`src/rtl/cache_miss_ctrl.sv`:
```
// Miss-handling controller: dirty-victim writeback, line refill, stall release on hit.
// Optional macro CACHE_CRITICAL_WORD_FIRST_EN starts the refill at the requested word.
module cache_miss_ctrl #(
    parameter int SET_WIDTH  = 4,
    parameter int WORD_WIDTH = 2,
    parameter int TAG_WIDTH  = 24   // must equal 30 - SET_WIDTH - WORD_WIDTH
) (
    input  logic                  clk,
    input  logic                  reset,
    input  logic                  req_valid,
    input  logic [31:0]           req_addr,
    input  logic                  hit,
    input  logic                  dirty,
    input  logic [TAG_WIDTH-1:0]  replace_tag,
    output logic                  cpu_stall,
    output logic                  way_en,
    output logic [WORD_WIDTH-1:0] wb_offset,
    input  logic [31:0]           wb_data,
    output logic                  fill_wen,
    output logic [WORD_WIDTH-1:0] fill_offset,
    output logic [31:0]           fill_data,
    output logic                  fill_done,
    output logic                  mem_req,
    output logic                  mem_wen,
    output logic [31:0]           mem_addr,
    output logic [31:0]           mem_wdata,
    input  logic                  mem_ack,
    input  logic [31:0]           mem_rdata
);

    typedef enum logic [1:0] {IDLE, WRITEBACK, REFILL, FINISH} state_t;

    state_t                state, state_nxt;
    logic [WORD_WIDTH-1:0] cnt, cnt_nxt, cnt_inc;
    logic [31:0]           lat_addr, lat_addr_nxt;
    logic [TAG_WIDTH-1:0]  lat_vtag, lat_vtag_nxt;
    logic [WORD_WIDTH-1:0] refill_first;   // refill start word for the latched miss
    logic [WORD_WIDTH-1:0] miss_first;     // first cnt value loaded on a new miss
    logic                  unused_bits;

`ifdef CACHE_CRITICAL_WORD_FIRST_EN
    assign refill_first = lat_addr[2 +: WORD_WIDTH];
    assign miss_first   = dirty ? '0 : req_addr[2 +: WORD_WIDTH];
`else
    assign refill_first = '0;
    assign miss_first   = '0;
`endif

    assign cnt_inc     = cnt + WORD_WIDTH'(1);
    assign unused_bits = &{1'b0, lat_addr[1:0], lat_addr[2 +: WORD_WIDTH]};

    always_ff @(posedge clk or posedge reset) begin
        if (reset) begin
            state    <= IDLE;
            cnt      <= '0;
            lat_addr <= '0;
            lat_vtag <= '0;
        end else begin
            state    <= state_nxt;
            cnt      <= cnt_nxt;
            lat_addr <= lat_addr_nxt;
            lat_vtag <= lat_vtag_nxt;
        end
    end

    always_comb begin
        state_nxt    = state;
        cnt_nxt      = cnt;
        lat_addr_nxt = lat_addr;
        lat_vtag_nxt = lat_vtag;
        cpu_stall    = 1'b0;
        way_en       = 1'b0;
        wb_offset    = cnt;
        fill_wen     = 1'b0;
        fill_offset  = cnt;
        fill_data    = mem_rdata;
        fill_done    = 1'b0;
        mem_req      = 1'b0;
        mem_wen      = 1'b0;
        mem_addr     = '0;
        mem_wdata    = '0;

        unique case (state)
            IDLE: begin
                cpu_stall = req_valid & ~hit;
                way_en    = req_valid & hit;
                if (req_valid && !hit) begin
                    lat_addr_nxt = req_addr;
                    lat_vtag_nxt = replace_tag;
                    cnt_nxt      = miss_first;
                    state_nxt    = dirty ? WRITEBACK : REFILL;
                end
            end
            WRITEBACK: begin
                cpu_stall = 1'b1;
                mem_req   = 1'b1;
                mem_wen   = 1'b1;
                mem_addr  = {lat_vtag, lat_addr[2+WORD_WIDTH +: SET_WIDTH], cnt, 2'b00};
                mem_wdata = wb_data;
                if (mem_ack) begin
                    cnt_nxt = cnt_inc;
                    if (cnt == '1) begin
                        cnt_nxt   = refill_first;
                        state_nxt = REFILL;
                    end
                end
            end
            REFILL: begin
                cpu_stall = 1'b1;
                mem_req   = 1'b1;
                mem_addr  = {lat_addr[31:2+WORD_WIDTH], cnt, 2'b00};
                if (mem_ack) begin
                    fill_wen = 1'b1;
                    cnt_nxt  = cnt_inc;
                    // Wrapping back to the start word means every word has been filled.
                    if (cnt_inc == refill_first) begin
                        fill_done = 1'b1;
                        state_nxt = FINISH;
                    end
                end
            end
            FINISH: begin
                cpu_stall = 1'b1;
                state_nxt = IDLE;
            end
            default: state_nxt = IDLE;
        endcase
    end

endmodule

```
`config.mk`:
```
export PLATFORM = sky130hd
export DESIGN_NAME = cache_miss_ctrl
export DESIGN_NICKNAME = d
export VERILOG_FILES = /design/src/rtl/cache_miss_ctrl.sv
export SDC_FILE = /design/constraint.sdc
export NUM_CORES = 1
export LEC_CHECK = 0
export ABC_AREA = 1
export CAP_MARGIN = 5
export CORE_MARGIN = 1.5
export CORE_UTILIZATION = 33
export CTS_CLUSTER_SIZE = 30
export DETAILED_ROUTE_END_ITERATION = 8
export GPL_ROUTABILITY_DRIVEN = 1
export PLACE_DENSITY = 0.78
export SLEW_MARGIN = 20
export SYNTH_ARGS = -nofsm -noshare
export SYNTH_HDL_FRONTEND = slang
export SYNTH_SLANG_ARGS = --single-unit
```
`constraint.sdc`:
```
create_clock -name clk -period 1.7 [get_ports clk]
set_clock_uncertainty 0.05 [all_clocks]
set_input_delay 0.34 -clock clk [delete_from_list [all_inputs] [get_ports clk]]
set_output_delay 0.34 -clock clk [all_outputs]
set_load 0.01 [all_outputs]
```
# After elaboration in Yosys (flattened, before gate mapping)
# Index checks and enable logic that the tools add are counted.
[classes]
mux = 23
bitwise_logic = 3
n_reduce_logical = 10
addsub = 1
n_eq_ne = 9
[ops]
columns = ["operator", "count"]
rows = [
  ["one-hot mux 32 bit (2 select lines)", 1],
  ["2-to-1 mux 32 bit", 1],
  ["2-to-1 mux 2 bit", 10],
  ["inequality test 2 bit (second input constant)", 5],
  ["2-to-1 mux 1 bit", 8],
  ["one-hot mux 2 bit (4 select lines)", 1],
  ["equality test 2 bit (second input constant)", 3],
  ["one-hot mux 2 bit (3 select lines)", 1],
  ["AND reduction 5 bit", 1],
  ["zero test 2 bit", 2],
  ["AND reduction 4 bit", 1],
  ["nonzero test 3 bit", 1],
  ["OR reduction 3 bit", 1],
  ["adder 2 x 1 -> 2 bit (second input constant)", 1],
  ["bitwise AND 1 bit", 2],
  ["equality test 2 x 1 -> 1 bit (second input constant)", 1],
  ["one-hot mux 1 bit (2 select lines)", 1],
  ["AND reduction 2 bit", 1],
  ["OR reduction 2 bit", 1],
  ["logical AND 1 bit", 1],
  ["zero test 1 bit", 1],
  ["NOT 1 bit", 1],
]
[totals]
input_bits = 126
out_inout_bits = 106
regBits = 60

# Depth between registers and ports, before layout
# Gate-level depths: netlist (run 1).
[logic_depth]
ltp_word = 5
depth_mapped = 9

# Least setup slack after synthesis (run 1)
# OpenSTA, ideal clock, no wires.
[synth_path]
kind = "flip-flop to output port"
start = "reg state[0]"
end = "out mem_addr[10]"
t_required_ps = 1310
path_stages_with_launch = 6
setup_slack_ps = -64
arrival_time_ps = 1374
path_cell_list = "dfrtp_1 inv_1 ha_1 inv_2 clkbuf_1 a21oi_1"
[synth_between]
elab_chain_cells = 2
[synth_lines]
columns = ["item", "line_no", "source"]
rows = [
  ["start: declaration", "33", "state_t state, state_nxt;"],
  ["start signal: assignment", "59", "state <= state_nxt;"],
  ["equality test 2 bit or equality test 2 x 1 -> 1 bit (tied branches)", "83", "unique case (state)"],
  ["one-hot mux 32 bit (2 select lines) *", "83", ""],
  ["end: declaration", "25", "output logic [31:0] mem_addr,"],
]
# Every way passes the cells marked *; elsewhere a longest branch is shown, timed or not.

# Final worst setup path (run 1)
[layout_path]
start = "reg state[0]"
end = "out mem_addr[22]"
# The elaborated chain is that of the path after synthesis.

==> out/results.ini, run 1 <==
[outcome]
status=complete, but fails checks
violations=setup timing

[cells_and_area]
area_growth_pct=69.7
final_cells=766
most-common-layout-cells=nand2_1 (116), clkdlybuf4s50_1 (89), inv_1 (69), dfrtp_1 (56), buf_6 (43)
final_common_cell=nand2_1
nNetsFinal=764
finish.utilization_pct=57.1
drive_above_1_share_pct=36.8
insertedDiodeCount=0
fill_cells=913
final_cell_area_um2=5820
multi_input_area_um2=1710
seq_area_um2=1400

[sta]
worst_slack_ps=-326
setup_viol=70
hold_viol=0
fin_crit_sh_pct=119
max_freq_mhz=494
fin_tns_setup_ps=-17020
period_minus_slack_ps=2030
rsz0062_at_grt=true
drv_slew=0

[worst_setup_path]
cp.arrival_ps=1640
worstPathRequired_ps=1310
critPathTopFamily=buffers and inverters
cp_num_buf_inv=5
start_kind=register
critical-path-max-stage-delay_ps=400
crit_slowest_cell=dfrtp_1
crit_path_frequent_cell=inv_6
r2r_setup_slack_ps=-100
critPathKind=register to output pin
cp_max_fo=8
cp_cell_sequence=buf_6 -> inv_6 -> ha_4 -> inv_6 -> buf_12 -> a21oi_4 -> buf_2
worst_setup_path_end_kind=output pin

[placed_design]
dp_cells=744
numPortBuffers=161
placed_cell_area_um2=5100
place_ws_ps=-445
gp_congestion=0.913
dpl.hpwl_um=7760

[power]
netSwitchingFraction_pct=41.9
switchingPower_uw=3770
p_per_area_nw_per_um2=1540
p_int_uw=5220
power_frac_clock_pct=9.6
vdd_drop_max_mv=0.770
power_leakage_uw=0.00308
pwr-share-seq_pct=26.2
comb_power_share_pct=64.2

[detailed_routing]
vias=3425
final_antenna_net_count=0
viasPerCell=4.47
wl_per_cell_um=14.5
dr.first_iter.drc_count=80
drc=0
first_pass_iters=4
wl_um=11100

[clock_tree]
root_buffer=clkbuf_8
cts.sinks=56
cts_buffer_depth=2
clock_latency_ps=300
path_clk_slew_ps=100
cts_tree=built
htreeDepth=2
cts-buffers-inserted=5

[synthesis]
syn_area_per_cell_um2=7.18
synth_seq_area_share_pct=40.9
ys_ff_latch=56
synthCells=477
synth_cell_types=21
synthesis.area_um2=3430
ys_warn_count=0

[floorplan]
rows=37
start_util_pct=33.6
io_pins=232
die_h_um=105
die_w_um=105
coreArea_um2=10200
die_area_um2=11000

[global_route]
grt_start_max_net_pins=58
grt-ovfl-total=0
grt_use_total_pct=18.9
grt_pass1_vias=3351
grt_pass1_wl_um=16600
grt_antenna_before_repair=0

[worst_hold_path]
min_path_type=input pin to asynchronous set/reset pin

[flow_run]
max-cap-violations=0

-- path summary, 6_finish.rpt --
path                                          startpoint                       end  depth (start not counted)
worst max-delay path                state[0]$_DFFE_PP0P_              mem_addr[22]                          7
worst min-delay path                               reset  lat_vtag[17]$_DFFE_PP0P_                          3
worst max register to register      state[0]$_DFFE_PP0P_      state[1]$_DFFE_PP0P_                         11
worst min register to register  lat_addr[14]$_DFFE_PP0P_  lat_addr[14]$_DFFE_PP0P_                          2
max in group asynchronous                          reset      state[1]$_DFFE_PP0P_                          3
min in group clk                lat_addr[14]$_DFFE_PP0P_  lat_addr[14]$_DFFE_PP0P_                          2
-- synthesized netlist by cell type --
cell,instances,area (um2)
nand2_1,149,559
inv_1,98,368
dfrtp_1,56,1400
o21ai_0,39,195
buf_4,37,278
a21oi_1,26,130
nor2_1,17,63.8
ha_1,9,113
buf_2,8,40.0
o21ai_2,8,70.1
buf_6,7,78.8
clkbuf_1,6,22.5
a21oi_2,4,35.0
o21ai_1,4,20.0
nand3_1,3,15.0
conb_1,1,3.75
inv_2,1,3.75
nand3_2,1,10.0
nor3_1,1,5.00
o21a_1,1,7.51
o21bai_1,1,7.51
-- metrics by stage --
stage | total power (uW) | hold slack [ps]
2_1_floorplan | 4560 | 370
3_3_place_gp | 6570 | 415
3_5_place_dp | 6710 | 419
4_1_cts | 8200 | 399
5_1_grt | 9610 | 436
6_report | 8980 | 394
-- area by class of cell --
| cell class | instances | area share (%) |
|---|---|---|
| clock buffer | 6 | 1.25 |
| clock inverter | 2 | 0.602 |
| inverter | 99 | 6.67 |
| multi-input combinational | 265 | 29.3 |
| sequential | 56 | 24.1 |
| tap | 136 | 2.93 |
| timing repair buffer | 202 | 35.1 |
-- tightest hold or removal path, cell delays in order --
cell	delay [ps]
clkdlybuf4s50_1	440
clkinvlp_4	90
buf_12	270
-- what timing repair did --
| item | in CTS | in global routing |
|---|---|---|
| pin swaps | 10 | 8 |
| setup buffers | 8 | 6 |
| resized for setup | 351 | 122 |
| cloned | 3 | 2 |
| endpoints found under the setup margin | 73 | 72 |
| hold buffers | 0 | 0 |
| endpoints found under the hold margin | 0 | 0 |
-- kinds of logic after synthesis --
family	share of synthesized area (%)
adders and majority gates	3.29
and+or+nand+nor	19.1
other	0.109
buffers and inverters	23.1
AOI/OAI and AO/OA	13.6
DFF	40.9
-- power by group through the flow --
| stage | logic, uW | clock network [uW] | registers, uW |
|---|---|---|---|
| floorplan | 2270 | 0 | 2290 |
| global placement | 4230 | 0 | 2340 |
| detailed placement | 4340 | 0 | 2370 |
| CTS | 4960 | 896 | 2350 |
| global route | 6220 | 949 | 2440 |
| finish | 5770 | 859 | 2350 |
-- state kept, by name, summed over array words and instances, names as in the netlist --
name / flops
lat_addr: 28
lat_vtag: 24
fill_offset: 2
state: 2
-- layer usage --
layer	global-route usage, %	wire length (um)	up-vias
li1	-	-	1676
met1	20.8	4260	1590
met2	35.2	5850	127
met3	4.05	618	32
met4	6.85	386	0
met5	0	0	-
Note: power is estimated with default switching activity, not from simulation.
==> run 2, diff against run 1 <==
CORE_AREA = 2 2 90 92   (was default)
CORE_MARGIN = default   (was 1.5)
CORE_UTILIZATION = default   (was 33)
DIE_AREA = 0 0 92 94   (was default)
DONT_BUFFER_PORTS = 1   (was default)
PLACE_DENSITY = default   (was 0.78)
==> out/results.ini, run 2 (synthesized netlist as in run 1, its figures left out) <==
[outcome]
status=complete, but fails checks
violations=setup timing

[detailed_routing]
wl_per_cell_um=16.8  ; +16%
wl_um=9670  ; -13%
vias=2796  ; -18%
final_antenna_net_count=0  ; unchanged
first_pass_iters=4  ; unchanged
drc=0  ; unchanged
viasPerCell=4.87  ; +8.9%
dr.first_iter.drc_count=144  ; +80%

[power]
total_power_uw=7050  ; -22%
power_leakage_uw=0.00212  ; -31%
vdd_drop_max_mv=0.669  ; -13%
p_per_area_nw_per_um2=1800  ; +17%

[worst_setup_path]
worst_setup_path_end_kind=output pin
critPathKind=register to output pin
r2r_setup_slack_ps=130  ; +230 ps
cp_cell_sequence=inv_2 -> ha_4 -> buf_4 -> buf_16 -> nand2_1 -> a21oi_2
critical-path-max-stage-delay_ps=390  ; about the same
start_kind=register
worstPathRequired_ps=1310  ; about the same
crit_slowest_cell=dfrtp_1
critPathTopFamily=flip-flops
cp_max_fo=11  ; +3
cp_num_buf_inv=3  ; -2
cp.arrival_ps=1540  ; -100 ps

[cells_and_area]
largest_reg_flops=28  ; unchanged
top_register=lat_addr
largest_registers=lat_addr (28), lat_vtag (24)
final_common_cell=nand2_1
most-common-layout-cells=nand2_1 (142), inv_1 (81), dfrtp_1 (56), o21ai_0 (38), buf_4 (24)
area_growth_pct=14.0
drive_above_1_share_pct=24.0  ; -13 points
fill_cells=789  ; -14%
nNetsFinal=601  ; -21%

[floorplan]
rows=32  ; -14%
die_w_um=92  ; -12%
coreArea_um2=7610  ; -25%
die_area_um2=8650  ; -21%
start_util_pct=45.0  ; +11 points
io_pins=232  ; unchanged
die_h_um=94  ; -10%

[sta]
hold_viol=0  ; unchanged
setup_viol=63  ; -10%
drv_slew=0  ; unchanged
worst_slack_ps=-234  ; +92.4 ps
fin_crit_sh_pct=114  ; -5.4 points
rsz0062_at_grt=true
max_freq_mhz=517  ; +4.8%
period_minus_slack_ps=1930  ; -92.4 ps
fin_tns_setup_ps=-10480  ; +6540 ps
hold-worst-slack_ps=99.3  ; -295 ps

[global_route]
grt_start_max_net_pins=57  ; -1.7%
grt-ovfl-total=0  ; unchanged
grt_use_total_pct=21.8  ; +2.9 points
grt_pass1_vias=2729  ; -19%
grt_pass1_wl_um=14400  ; -13%
grt_antenna_before_repair=7  ; +7

[worst_hold_path]
min_path_type=input pin to register

[clock_tree]
path_clk_slew_ps=100  ; about the same
clock_latency_ps=300  ; about the same
cts_buffer_depth=2  ; unchanged
root_buffer=clkbuf_8
cts_tree=built
cts.sinks=56  ; unchanged
htreeDepth=2  ; unchanged
cts-buffers-inserted=5  ; unchanged

[placed_design]
dpl.hpwl_um=7110  ; -8.4%
numPortBuffers=0  ; -100%
gp_congestion=0.846  ; -7.4%

[flow_run]
max-cap-violations=0  ; unchanged

## run 2: cell types whose count changed in the layout (fill, tap and decap cells not counted), sizes merged
cell,change
clkdlybuf4s50,-89
buf,-70
diode,+5
dlygate4sd2,-4
bufinv,-1
clkinv,-1
clkinvlp,+1
dlygate4sd3,+1
## run 2: where the power goes
part           switching, uW  internal [uW]
logic                   2290           1640
registers                358           1990
clock network            439            333
## run 2: repair_timing
action | 4_1_cts | 5_1_grt
pin swaps | 12 | 9
hold buffers | 1 | 0
resized for setup | 45 | 22
gates cloned | 2 | 1
setup endpoints to repair | 65 | 67
hold endpoints to repair | 56 | 0
setup buffers | 3 | 1
## run 2: layout make-up
| class | instances | area [um2] | share of cell area [%] |
|---|---|---|---|
| antenna | 5 | 12.5 | 0.320 |
| clock buffer | 7 | 86.3 | 2.21 |
| clock inverter | 1 | 7.51 | 0.192 |
| inverter | 99 | 380 | 9.74 |
| multi-input combinational | 265 | 1420 | 36.3 |
| sequential | 56 | 1400 | 35.9 |
| tap | 102 | 128 | 3.27 |
| timing repair buffer | 39 | 472 | 12.1 |
## run 2: worst reg2reg max path, cell delays in order (launching register included)
cell,delay (ps)
dfrtp_1,400
buf_4,150
buf_4,140
ha_2,220
nand2_1,90
nand2_1,60
nor2_2,130
nand2_1,90
nand2_1,70
nand2_1,60
## run 2: worst paths after layout
kind                                       endpoint  cells after the start                     start
hold reg to reg            lat_addr[13]$_DFFE_PP0P_                      2  lat_addr[13]$_DFFE_PP0P_
max in group asynchronous  lat_addr[18]$_DFFE_PP0P_                      3                     reset
hold / removal              lat_vtag[5]$_DFFE_PP0P_                      2            replace_tag[5]
min in group asynchronous  lat_addr[21]$_DFFE_PP0P_                      3                     reset
setup reg to reg               state[1]$_DFFE_PP0P_                      9      state[0]$_DFFE_PP0P_
setup / recovery                       mem_addr[23]                      6      state[1]$_DFFE_PP0P_
## run 2: per-layer routing
metal  part of all wire, %  up-vias  global-route usage (%)  wire length, um
met5                  0.24        -                       0               23
met4                   2.0        4                    7.09              197
met3                    12       25                    12.0             1130
met2                    47      119                    34.2             4580
met1                    39     1292                    25.5             3730
li1                      -     1356                       -                -
## run 2: per-stage QoR
| step | setup slack (ps) | utilization [%] | cell area (um2) | cells |
|---|---|---|---|---|
| after floorplan | -41.9 | - | 3440 | 478 |
| after global placement | -104 | 45.8 | 3480 | 553 |
| after detailed placement | -131 | 45.8 | 3480 | 553 |
| after CTS | -250 | 49.9 | 3800 | 567 |
| after global routing | -313 | 51.3 | 3900 | 573 |
| final | -234 | 51.3 | 3910 | 574 |
